$ cat src/rtl/pcg_noise_source.sv
// pcg_noise_source
// PCG32 (XSH-RR) noise generator for the VGA pattern generator. A 64-bit LCG
// state is permuted into 32-bit words that are presented through a one-entry
// valid/ready output register. The state advances only when a word is
// actually produced, so the sequence is repeatable after reset or reseed.
//
// Ports:
//   clk         pixel clock
//   rst_n       asynchronous active-low reset (state=SEED, outputs cleared)
//   seed_load   synchronous reseed: state<=seed_value, pending word dropped
//   seed_value  new 64-bit state value
//   step_en     request production of a new word
//   rnd_ready   consumer accepts rnd_out this cycle
//   rnd_valid   rnd_out holds an unconsumed word
//   rnd_out     PCG32 output word
//   word_count  words produced since reset/seed (16-bit, wraps)
module pcg_noise_source #(
  parameter logic [63:0] MULT = 64'h5851F42D4C957F2D,
  parameter logic [63:0] INC  = 64'h14057B7EF767814F,
  parameter logic [63:0] SEED = 64'h0000000000000000
) (
  input  logic        clk,
  input  logic        rst_n,
  input  logic        seed_load,
  input  logic [63:0] seed_value,
  input  logic        step_en,
  input  logic        rnd_ready,
  output logic        rnd_valid,
  output logic [31:0] rnd_out,
  output logic [15:0] word_count
);

  logic [63:0] state;
  logic [63:0] state_nxt;
  logic [31:0] perm_word;
  logic [31:0] xs;
  logic [4:0]  rot;
  logic        slot_free;
  logic        advance;

  // XSH-RR output permutation of the current (pre-update) state.
  // Left-shift amount is (-rot) mod 32 so rot=0 never shifts by 32.
  assign xs        = 32'((state ^ (state >> 18)) >> 27);
  assign rot       = state[63:59];
  assign perm_word = (xs >> rot) | (xs << (5'd0 - rot));

  // Product is truncated to 64 bits by the assignment width.
  assign state_nxt = state * MULT + INC;

  // Output slot can take a new word if empty or being consumed this edge.
  assign slot_free = !rnd_valid || rnd_ready;
  assign advance   = step_en && slot_free && !seed_load;

  always_ff @(posedge clk or negedge rst_n) begin
    if (!rst_n) begin
      state      <= SEED;
      rnd_valid  <= 1'b0;
      rnd_out    <= 32'd0;
      word_count <= 16'd0;
    end else if (seed_load) begin
      // Pending word is discarded even if the consumer is ready.
      state      <= seed_value;
      rnd_valid  <= 1'b0;
      word_count <= 16'd0;
    end else if (advance) begin
      rnd_out    <= perm_word;
      state      <= state_nxt;
      rnd_valid  <= 1'b1;
      word_count <= word_count + 16'd1;
    end else if (rnd_valid && rnd_ready) begin
      rnd_valid  <= 1'b0;
    end
  end

endmodule
$ cat config.mk
export PLATFORM = sky130hd
export DESIGN_NAME = pcg_noise_source
export DESIGN_NICKNAME = d
export VERILOG_FILES = /design/src/rtl/pcg_noise_source.sv
export SDC_FILE = /design/constraint.sdc
export NUM_CORES = 2
export LEC_CHECK = 0
export CAP_MARGIN = 10
export CORE_MARGIN = 2
export CORE_UTILIZATION = 50
export DETAILED_ROUTE_END_ITERATION = 10
export PLACE_DENSITY = 0.74
export SYNTH_ARGS = -nofsm -noshare
export SYNTH_HDL_FRONTEND = slang
export SYNTH_SLANG_ARGS = --single-unit
$ cat constraint.sdc
create_clock -name clk -period 8.9 [get_ports clk]
set_input_delay 1.335 -clock clk [delete_from_list [all_inputs] [get_ports clk]]
set_output_delay 1.335 -clock clk [all_outputs]
set_load 0.01 [all_outputs]
======== Word-level counts from Yosys, hierarchy flattened ========
Index checks and enable logic that the tools add are counted.
word-level totals
  register bits ........................... 113
  input bits .............................. 69
  output and inout bits ................... 49
operators by class
  add/sub/neg operators ................... 3
  $mul .................................... 1
  shift-type cells ........................ 2
  muxes and demuxes ....................... 7
  bitwise logic cells ..................... 3
  reductions and logical operators ........ 9
operator list
  operator                number
  $mux 64                 2
  $add 64x61->64 const B  1
  $mul 64x63->64 const B  1
  $xor 59x46->59          1
  $mux 16                 2
  $or 32x32->32           1
  $shl 32x5->32           1
  $shr 32x5->32           1
  $add 16x1->16 const B   1
  $sub 1x5->5 const A     1
  $logic_and 1x1->1       3
  $mux 1                  3
  $reduce_bool 3->1       1
  $logic_not 1->1         2
  $reduce_and 2->1        1
  $reduce_bool 2->1       1
  $logic_or 1x1->1        1
  $not 1->1               1

======== Longest topological paths before layout ========
  depth in word-level cells ............... 6
  depth in mapped cells ................... 32
  mapped depth without buffers ............ 31

======== Worst setup path after synthesis ========
Ideal clock, no wire load.
  path type ............................... reg-to-reg
  start point ............................. register state[16]
  end point ............................... register state[56]
  library setup time ...................... 0.134 ns
  arrival time ............................ 8.314 ns
  required time ........................... 8.766 ns
  path slack .............................. 0.452 ns
  stages on the path, launching flop included .. 30
  path buffers ............................ 0
  period minus slack after synthesis ...... 8.448 ns
  cell sequence ........................... dfrtp_1 > inv_1 > fa_1 > inv_1 > fa_1 > inv_1 > fa_1 > inv_1 > fa_1 > fa_1 > inv_1 > fa_1 > inv_1 > fa_1 > fa_1 > fa_1 > inv_1 > fa_1 > inv_1 > ha_1 > a21o_1 > a21o_1 > a21oi_1 > o21ai_1 > a221oi_1 > o211ai_1 > or2_2 > a211oi_1 > xor2_1 > a21oi_1
on the way
  longest elaborated chain between the ends .. 4
RTL lines
  element                 line  RTL
  from (decl)             33    logic [63:0] state;
  from (signal assigned)  62    state <= seed_value;
  from (signal assigned)  67    state <= state_nxt;
  $mul 64x63->64          48    assign state_nxt = state * MULT + INC;
  $add 64x61->64          48
  $mux 64                 65    end else if (advance) begin
  $mux 64                 60    end else if (seed_load) begin
Every way passes these cells. The select of a mux whose other input is x is not followed.
A chain may end at the register's enable or synchronous reset.

======== Worst setup path in the final report ========
  start point ............................. register state[44]
  end point ............................... register state[60]
The elaborated chain is that of the path after synthesis.

==> flow_summary.yaml <==
routing:
  drc: 0
  drt-pass1-iter-count: 6
  vias: 32900
  ant_nets: 0
  via_per_inst: 5.62
  wl_mm: 159
  wire_per_inst_um: 27.2
  drt_iter0_drc: 2976
synth:
  post_synth.cell_area_avg_um2: 9.74
  synth_area_um2: 42500
  synth_top_cell_by_area: "fa_1"
  ys_types: 77
  ys_warn_count: 0
  synth_cells: 4363
  ys_seq_elements: 113
  netlist.area_leader.share_pct: 44.8
  synth_edf_count: 0
  synthTopCellsByCount: "inv_1, fa_1, ha_1"
  ys_async_sr_fraction_pct: 100
  ys_seq_area_share_pct: 6.65
  synth_nets: 5970
  yosysMostFrequentCell: "inv_1"
  synth-main-ff-cell: "dfrtp_1"
  synth_area_leaders: "fa_1, ha_1, inv_1"
clock_network:
  cts_hold_buf: 0
  cts-htree-levels: 4
  cts_root_buffer: "clkbuf_16"
  worstSkewPairLatency_ns: 0.50
  clockBufferDepth: 2
  cts_tree: "done"
  clock-sinks: 113
  numCtsBuffers: 17
  path_clk_slew_ns: 0.06
timing:
  slew-limit-headroom_pct: 28.4
  hold_viol: 0
  post-route-min-period_ns: 8.71
  fmax_mhz: 115
  finalCritPeriodShare_pct: 97.9
  fin_worst_hold_slack_ns: 0.483
  slew_viol_final: 0
  setup-violations-final: 0
  tightest_slew_ns: 1.07
  fin_skew_ns: 0.0154
layout:
  area_delta_synth_final_pct: 12.6
  drive_gt1_share_pct: 9.73
  nNetsFinal: 6302
  final_design_area_no_fill_um2: 47900
worst_hold_path:
  min_path_type: "reg -> reg"
floorplan:
  dieArea_um2: 87300
  fp.dieW_um: 296
  boundaryPins: 118
  dieHeight_um: 296
  start_util_pct: 50.6
  rows: 106
  core-area_um2: 84000
global_routing:
  antenna_found_initial: 4
  grt_start_max_net_pins: 81
  grt_pass1_wl_mm: 233
  grt_usage_pct: 37.7
  grt_pass1_vias: 34700
  grt_overflow: 0
critical_path:
  critical_path_arrival_ns: 9.12
  path_class: "reg -> reg"
  crit_path_start_kind: "flop"
  critPathCaptureType: "flop"
  critPathMaxFanout: 9
  worstPathRequired_ns: 9.31
placement:
  dpl_cell_area_um2: 46800
  globalplace.congestion: 1.13
  dp_hpwl_mm: 139
  place.port_buffers: 117
run:
  cap_viol_max_count: 0
status:
  outcome: "completed"
==> registers in the layout, summed over array words and instances, names as in the netlist <==
signal / count
state: 64
rnd_out: 32
word_count: 16
rnd_valid: 1
==> cell usage in the layout, fill, tap and decap left out, drive strengths merged, types with 10 or more instances in the layout <==
cell type      instances
o21bai                13
nand3                 20
inv                 1302
a211oi                18
and3                  12
nor2                 172
mux2i                 52
ha                   587
o211ai                16
o221ai                10
clkbuf                18
xor2                  48
nand2                195
o21ai                163
fa                   951
xnor2                117
clkdlybuf4s50        115
or3                   10
nand4                 14
a21o                  45
nor3                  24
a21oi                189
a221oi                10
o22ai                 11
a31oi                 15
and2                  13
nand2b                13
o21a                  12
dfrtp                113
buf                  309
mux2                  26
==> critical path, stage by stage (launching register included) <==
cell and delay (ns):
dfrtp_1 0.77, inv_1 0.31, fa_1 0.59, inv_1 0.07, fa_1 0.58, fa_1 0.46, fa_1 0.58, inv_1 0.12
fa_1 0.59, fa_1 0.45, fa_1 0.57, fa_1 0.55, inv_1 0.05, fa_1 0.46, ha_1 0.33, ha_1 0.44
nand4_1 0.30, or3_1 0.51, or3_1 0.38, o21ai_0 0.12, or3_1 0.16, nand3_1 0.06, a21oi_1 0.16
==> per-stage QoR <==
stage	setup WS [ns]	instances	TNS [ns]	util, %
floorplan	0.452	4363	0	-
global placement	-0.0999	5786	-0.178	55.8
detailed placement	-0.140	5786	-0.328	55.8
CTS	0.0245	5819	0	56.5
global route	-0.0758	5842	-0.164	57.0
finish	0.187	5843	0	57.0
==> repair_timing <==
| item | 4_1_cts | 5_1_grt |
|---|---|---|
| endpoints found under the setup margin | 3 | 27 |
| cloned | 0 | 0 |
| pin swaps | 0 | 32 |
| setup buffers | 1 | 23 |
| gates resized for setup | 3 | 62 |
==> per-layer routing <==
| layer | routed length, µm | vias up | track usage, % |
|---|---|---|---|
| li1 | - | 13900 | - |
| met1 | 59600 | 16500 | 47.1 |
| met2 | 71000 | 1788 | 58.4 |
| met3 | 13300 | 588 | 7.74 |
| met4 | 14900 | 4 | 27.6 |
| met5 | 29 | - | 0 |
==> final cells by class <==
cell class / instances / area [µm²]
well taps: 1134 / 1420
multi-input cells: 2836 / 34500
clock buffers: 17 / 425
fillers: 7400 / 36100
repair buffers: 425 / 3550
flip-flops and latches: 113 / 2840
clock inverters: 15 / 173
diodes: 1 / 2.50
inverters: 1302 / 4910
==> cell families after synthesis <==
| kind of cell | share of synthesized area [%] |
|---|---|
| adders and majority gates | 62.1 |
| buffers and inverters | 12.6 |
| AOI/OAI and AO/OA | 7.93 |
| and+or+nand+nor | 5.14 |
| xor gates and xnor gates | 3.40 |
| DFF | 6.65 |
| muxes | 2.23 |
==> path summary, 6_finish.rpt <==
| path | startpoint | end | slack (ns) | cells after the start |
|---|---|---|---|---|
| min in group asynchronous | rst_n | rnd_out[9]$_DFFE_PN0P_ | 0.95 | 1 |
| max in group asynchronous | rst_n | state[16]$_DFFE_PN0P_ | 6.48 | 2 |
| worst min-delay path | rnd_out[13]$_DFFE_PN0P_ | rnd_out[13]$_DFFE_PN0P_ | 0.48 | 2 |
| worst max register to register | state[44]$_DFFE_PN0P_ | state[60]$_DFFE_PN0P_ | 0.19 | 22 |
| worst min register to register | rnd_out[13]$_DFFE_PN0P_ | rnd_out[13]$_DFFE_PN0P_ | 0.48 | 2 |
| worst max-delay path | state[44]$_DFFE_PN0P_ | state[60]$_DFFE_PN0P_ | 0.19 | 22 |
Power is not shown: default switching activity piles up to over one toggle a cycle in this logic, so the estimate is an artifact.
